[src/rtl/scaled_clock_pkg.sv]
// Shared types and limits for the scaled clock-enable divider bank.
package scaled_clock_pkg;

    localparam int unsigned MAX_CHANNELS = 8;

    typedef enum logic {
        MODE_TOGGLE = 1'b0,
        MODE_PULSE  = 1'b1
    } scaled_mode_t;

endpackage

[src/rtl/scaled_clock_channel.sv]
// One divider channel: period counter, shadow/active divisor and registered
// scaled clock / rise strobe. Divisor and mode only change at a period boundary.
module scaled_clock_channel
    import scaled_clock_pkg::*;
#(
    parameter int unsigned WIDTH       = 16,
    parameter int unsigned DEFAULT_DIV = 50
) (
    input  logic             clock,
    input  logic             reset,
    input  logic             enable,
    input  logic             mode,
    input  logic [WIDTH-1:0] div_value,
    input  logic             div_load,
    input  logic             sync,
    output logic             scaledclk,
    output logic             rise
);

    localparam logic [WIDTH-1:0] ONE     = WIDTH'(1);
    localparam logic [WIDTH-1:0] DEF_DIV = WIDTH'(DEFAULT_DIV);

    logic [WIDTH-1:0] count;
    logic [WIDTH-1:0] shadow;
    logic [WIDTH-1:0] div_active;
    scaled_mode_t     mode_active;

    logic [WIDTH-1:0] load_div;
    logic [WIDTH-1:0] next_shadow;
    logic             terminal;
    logic             sclk_next;

    always_comb begin
        // A zero divisor is stored as 1 so the terminal compare never underflows.
        load_div    = (div_value == '0) ? ONE : div_value;
        next_shadow = div_load ? load_div : shadow;
        terminal    = (count == div_active - ONE);
        if (mode_active == MODE_PULSE) begin
            sclk_next = terminal;
        end else begin
            sclk_next = terminal ? ~scaledclk : scaledclk;
        end
    end

    always_ff @(posedge clock or posedge reset) begin
        if (reset) begin
            count       <= '0;
            shadow      <= DEF_DIV;
            div_active  <= DEF_DIV;
            mode_active <= MODE_TOGGLE;
            scaledclk   <= 1'b0;
            rise        <= 1'b0;
        end else begin
            shadow <= next_shadow;
            if (!enable || sync) begin
                count       <= '0;
                scaledclk   <= 1'b0;
                rise        <= 1'b0;
                div_active  <= next_shadow;
                mode_active <= scaled_mode_t'(mode);
            end else begin
                scaledclk <= sclk_next;
                rise      <= sclk_next & ~scaledclk;
                if (terminal) begin
                    count       <= '0;
                    div_active  <= next_shadow;
                    mode_active <= scaled_mode_t'(mode);
                end else begin
                    count <= count + ONE;
                end
            end
        end
    end

endmodule

[src/rtl/scaled_clock_bank.sv]
// Bank of independent clock-enable dividers sharing one divisor bus and sync.
module scaled_clock_bank
    import scaled_clock_pkg::*;
#(
    parameter int unsigned CHANNELS    = 2,
    parameter int unsigned WIDTH       = 16,
    parameter int unsigned DEFAULT_DIV = 50
) (
    input  logic                clock,
    input  logic                reset,
    input  logic [CHANNELS-1:0] enable,
    input  logic [CHANNELS-1:0] mode,
    input  logic [WIDTH-1:0]    div_value,
    input  logic [CHANNELS-1:0] div_load,
    input  logic                sync,
    output logic [CHANNELS-1:0] scaledclk,
    output logic [CHANNELS-1:0] rise
);

    if (CHANNELS < 1 || CHANNELS > MAX_CHANNELS) begin : g_bad_channels
        $error("scaled_clock_bank: CHANNELS out of range");
    end

    for (genvar c = 0; c < CHANNELS; c++) begin : g_channel
        scaled_clock_channel #(
            .WIDTH       (WIDTH),
            .DEFAULT_DIV (DEFAULT_DIV)
        ) u_channel (
            .clock     (clock),
            .reset     (reset),
            .enable    (enable[c]),
            .mode      (mode[c]),
            .div_value (div_value),
            .div_load  (div_load[c]),
            .sync      (sync),
            .scaledclk (scaledclk[c]),
            .rise      (rise[c])
        );
    end

endmodule

[config.mk]
export PLATFORM = sky130hd
export DESIGN_NAME = scaled_clock_bank
export DESIGN_NICKNAME = d
export VERILOG_FILES = /design/src/rtl/scaled_clock_pkg.sv /design/src/rtl/scaled_clock_channel.sv /design/src/rtl/scaled_clock_bank.sv
export SDC_FILE = /design/constraint.sdc
export NUM_CORES = 1
export LEC_CHECK = 0
export ABC_CLOCK_PERIOD_IN_PS = 4200
export BUFFER_PORTS_ARGS = -buffer_cell sky130_fd_sc_hd__buf_2
export CAP_MARGIN = 20
export CELL_PAD_IN_SITES_DETAIL_PLACEMENT = 1
export CELL_PAD_IN_SITES_GLOBAL_PLACEMENT = 2
export CORE_ASPECT_RATIO = 1.1
export CORE_MARGIN = 3
export CORE_UTILIZATION = 42
export CTS_BUF_LIST = sky130_fd_sc_hd__clkbuf_4
export DETAILED_ROUTE_END_ITERATION = 6
export GPL_TIMING_DRIVEN = 0
export PLACE_DENSITY_LB_ADDON = 0.1
export SKIP_CTS_REPAIR_TIMING = 1
export SLEW_MARGIN = 20
export SYNTH_ARGS = -nofsm -noshare
export SYNTH_HDL_FRONTEND = slang
export SYNTH_HIERARCHICAL = 1
export SYNTH_SLANG_ARGS = --single-unit
export TNS_END_PERCENT = 100
[constraint.sdc]
create_clock -name clock -period 4.2 [get_ports clock]
set_clock_uncertainty 0.15 [all_clocks]
set_input_delay 1.05 -clock clock [delete_from_list [all_inputs] [get_ports clock]]
set_output_delay 1.05 -clock clock [all_outputs]
set_load 0.03 [all_outputs]
; ---- Yosys cells after proc, flatten, opt, wreduce, memory -nomap -nowiden
; Cells that the tools add are included.
[totals]
register_bits = 102
inputBits = 25
wordCells = 52
[classes]
add_sub_neg = 4
eq_ne = 2
muxes = 23
n_bitwise = 4
n_reduce_logical = 7
[op_table]
columns = operator, n
row1 = 16-bit 2-to-1 mux, 11
row2 = "16-bit by 1-bit adder with 16-bit output, second input constant", 2
row3 = 16-bit equality test, 2
row4 = "16-bit by 1-bit subtractor with 16-bit output, second input constant", 2
row5 = 16-bit zero test, 1
row6 = 1-bit 2-to-1 mux, 12
row7 = 2-bit nonzero test, 2
row8 = 1-bit AND, 2
row9 = 1-bit zero test, 2
row10 = 1-bit logical OR, 2
row11 = 1-bit inverter, 2

; ---- Logic depth before layout (Yosys ltp)
[logic_depth]
ltp_word = 6
ltp_mapped = 11
ltp_nobuf = 8

; ---- Modules after synthesis
; The synthesis kept the hierarchy.
[modules_own_cells]
columns = mod, instances, cells_each, area_each_um2, seq_area_each_um2
row1 = scaled_clock_channel (g_channel[0].u_channel), 1, 361, 3429.5, 1283.7
row2 = scaled_clock_channel (g_channel[1].u_channel), 1, 235, 2668.8, 1283.7

; ---- Worst setup path after synthesis
; OpenSTA, ideal clock, no wires.
[synth_path]
path_kind = flip-flop to flip-flop
startpoint = register g_channel[1].u_channel.div_active[0]
endpoint = register g_channel[1].u_channel.mode_active
setup_ns = 0.125
arrival_time_ns = 3.116
required_time_ns = 3.925
path_slack_ns = 0.809
stages_incl_launch_ff = 8
period_less_slack_ns = 3.391
cell_sequence = dfrtp_1 or4_1 or3_1 a2111o_1 or4b_4 o41ai_4 buf_6 mux2_2
[synth_via]
elab_chain_cells = 3
[synth_rtl]
columns = item, line
row1 = "start, declared", scaled_clock_channel.sv:25  ; logic [WIDTH-1:0] div_active;
row2 = "start signal, assigned", scaled_clock_channel.sv:59  ; div_active <= next_shadow;
row3 = "start signal, assigned", scaled_clock_channel.sv:66  ; div_active <= next_shadow;
row4 = 16-bit by 1-bit subtractor with 16-bit output, scaled_clock_channel.sv:37  ; terminal = (count == div_active - ONE);
row5 = 16-bit equality test, scaled_clock_channel.sv:37
row6 = 2-bit nonzero test (no line), --
row7 = "end signal, assigned", scaled_clock_channel.sv:60  ; mode_active <= scaled_mode_t'(mode);
row8 = "end signal, assigned", scaled_clock_channel.sv:67  ; mode_active <= scaled_mode_t'(mode);
row9 = "end, declared", scaled_clock_channel.sv:26  ; scaled_mode_t mode_active;
; Every way passes these cells.
; A chain may end at the register's enable or synchronous reset.

; ---- Final worst setup path
[layout_path]
startpoint = register g_channel[1].u_channel.div_active[6]
endpoint = register g_channel[1].u_channel.div_active[0]
[layout_via]
elab_chain_cells = 3
[layout_rtl]
columns = item, line
row1 = 16-bit by 1-bit subtractor with 16-bit output, scaled_clock_channel.sv:37
row2 = 16-bit equality test, scaled_clock_channel.sv:37
row3 = 2-bit nonzero test (no line), --
; Every way passes these cells.

==> metrics.md <==
| Metric | Value |
|---|---|
| Number of clock sinks seen by CTS | 102 |
| Global-route total usage across every layer | 0.2149 |
| Areal power density over the cells | 346.1 nW/um^2 |
| Clock Tree Buf Depth | 2 |
| Worst setup SP type | register |
| Area delta synth->final | 9.110% |
| Share of synthesized area occupied by flip-flops and latches | 0.4210 |
| Average routed wire per standard cell | 19.88 um |
| Critical Path RT | 4.41 ns |
| Main synth FF type | dfrtp_1 |
| Unrepaired setup endpoints after global routing | false |
| FILL cells | 1588 |
| Max Cap Violations | 0 |
| Routed via count | 4837 |
| Launching element of the worst setup path | g_channel[1].u_channel/div_active[6] |
| Max Clock Freq | 252.3 MHz |
| Synthesized flop and latch total | 102 |
| Commonest cells in the netlist | dfrtp_1, mux2_2, nor3_1 |
| Cell Rows | 45 |
| Core Region | 14020 um^2 |
| Max H-tree Level | 3 |
| Final weighted congestion of routability-driven global placement | 0.8196 |
| Initial cell density of the core | 0.4350 |
| Crit path DAT | 4.17 ns |
| Area taken by flip-flops and latches | 2567 um^2 |
| Cell at the root of the clock tree | clkbuf_4 |
| Share of the synthesized area in the top cell type | 0.3693 |
| Leakage power total | 0.002543 uW |
| Routed vias/inst | 5.849 |
| Full die area | 16000 um^2 |
| Fraction of final layout cells with drive strength greater than 1 | 0.2081 |
| Mapped Area | 6098 um^2 |
| Final period demand of the worst path | 3.963 ns |
| Largest net degree at the start of global routing | 52 |
| Area used by multi-input combinational logic | 3298 um^2 |
| Largest fanout of any net on the critical path | 10 |
| First-pass GRT wire length | 27.25 mm |
| Run status | complete, no violations |
| Antenna diodes | 0 |
| Number of standard cells after synthesis | 596 |
| Post-synthesis cell type with the largest combined area | dfrtp_1 |
| Total design power | 2303 uW |
| Count of nets after finishing | 663 |
| Die height | 132.4 um |
| Vias in the first global route | 5223 |
| Detail Route Antenna Nets | 0 |
| GRT Residual Overflow | 0 |
| Setup tns final | 0 ns |
| Clock-pin slew reported for the worst setup and hold paths after clock tree synthesis | 0.14 ns |
| Post-route DRC violation count | 0 |
| CTS tree | yes |
| Kind of end point of the critical path | register |
| Final clock period utilization by the worst path | 0.9435 |
| Worst rel slew slack | 0.4051 |
| Critical Setup Path Class | reg -> reg |
| Cells taking the most area after synthesis | dfrtp_1, mux2_2, dfstp_2 |
| Post-detail-place hpwl | 12.62 mm |
| Type of the tightest min-delay check | reg -> reg |
| Drt total wl | 16.44 mm |
| Count of port buffers added during placement | 26 |
| Critical hold path startpoint | g_channel[1].u_channel/shadow[9] |
| Share of async-settable or async-resettable flops after synthesis | 1.000 |
| Number of flops mapped to enable cells by yosys | 0 |
| Drt first pass iters | 4 |
| Die Wd | 120.9 um |
| Number of DRC violations after detailed-routing iteration 0 | 220 |
| Worst-margin pin slew | 0.8842 ns |
| Inserted Clock Buffers | 9 |
| Worst skew pair latency | 0.48 ns |
| Fin. Hold Viols | 0 |
| Initial antenna violation count | 0 |
| Fin. max-slew vios | 0 |
| Unique cell type count in the Yosys netlist | 68 |
| Final setup viols | 0 |
| Mean Syn Cell Area | 10.23 um^2 |
| Count of synthesis-stage warnings from yosys | 6 |
| Most frequent cell after synthesis | dfrtp_1 |
| I/O pin total | 29 |
| Net Count, Synth | 625 |
| IR drop worst, VDD | 0.1195 mV |
| Critical register-to-register path startpoint | g_channel[1].u_channel/div_active[6] |
==> metal layers <==
layer / global-route usage / part of all wire / wire length [um]
met5: 0 / 0 / 0
met3: 0.02532 / 0.016 / 264
met1: 0.2609 / 0.42 / 6985
met4: 0.07620 / 0.021 / 353
met2: 0.3889 / 0.54 / 8833
==> state kept, by name (all words and copies together), names as in the netlist <==
signal and count:
g_channel.u_channel/count 32, g_channel.u_channel/div_active 32, g_channel.u_channel/shadow 32, g_channel.u_channel/mode_active 2, g_channel.u_channel/rise 2, g_channel.u_channel/scaledclk 2
==> power by group <==
part	internal (uW)	switching, uW
sequential	1070	84.9
combinational	229	320
clock	244	351
==> critical path: stages, from the launching register on <==
cell	delay, ns
dfrtp_1	0.45
nor4_1	0.79
nand2_1	0.31
or4_2	0.70
a2bb2o_1	0.32
o41ai_4	0.55
buf_6	0.24
mux2_2	0.34
==> metrics by stage <==
stage | instances | worst slack [ns] | utilization | instance area (um^2) | hold WS [ns]
after CTS | 827 | 0.1902 | 0.4743 | 6649 | 0.3669
after global placement | 810 | 0.2522 | 0.4610 | 6464 | 0.3305
after global routing | 827 | 0.03794 | 0.4746 | 6654 | 0.3836
after detailed placement | 811 | 0.2141 | 0.4627 | 6486 | 0.3325
final | 827 | 0.2372 | 0.4746 | 6654 | 0.3614
after floorplan | 596 | 0.8090 | - | 6098 | 0.3114
==> final timing paths <==
check | to | slack, ns | depth (start not counted)
setup / recovery | g_channel[1].u_channel/div_active[0] | 0.24 | 7
hold / removal | g_channel[1].u_channel/shadow[9] | 0.36 | 1
setup reg to reg | g_channel[1].u_channel/div_active[0] | 0.24 | 7
hold reg to reg | g_channel[1].u_channel/shadow[9] | 0.36 | 1
max in group asynchronous | g_channel[1].u_channel/div_active[5] | 2.91 | 3
min in group asynchronous | g_channel[1].u_channel/count[0] | 0.39 | 2
==> final cells by class <==
class / count / area share
flip-flops and latches: 102 / 0.3859
plain buffers: 39 / 0.02896
well taps: 188 / 0.03535
clock buffers: 9 / 0.01015
inverters: 12 / 0.007146
multi-input cells: 443 / 0.4957
repair buffers: 27 / 0.02256
clock inverters: 7 / 0.01429
==> cell usage in the layout (no fill, tap or decap), drive strengths merged, types with 4 or more instances in the layout <==
cell     n
nor4    31
inv     14
clkbuf  36
xnor2   33
nand4   12
mux2    48
a31oi    5
nor2    35
o32a    15
ha       4
mux2i    6
buf     39
nand2b  21
nand3   12
nand2   23
and3     7
a21oi   22
dfrtp   90
nor3    39
or4      6
xor2    30
dfstp   12
and4     4
o21ai   24
or3      5
o21bai  16
==> logic make-up (layout without fill, tap and decap cells) <==
group,after synthesis,after routing,share of synthesized area
buffers and inverters,51,94,0.03898
DFF,102,102,0.4210
adders and majority gates,4,4,0.008207
AOI/OAI and AO/OA,112,112,0.1453
muxes,54,54,0.09848
xor gates and xnor gates,64,64,0.09417
and+or+nand+nor,209,209,0.1939
(Power assumes the default switching activity.)
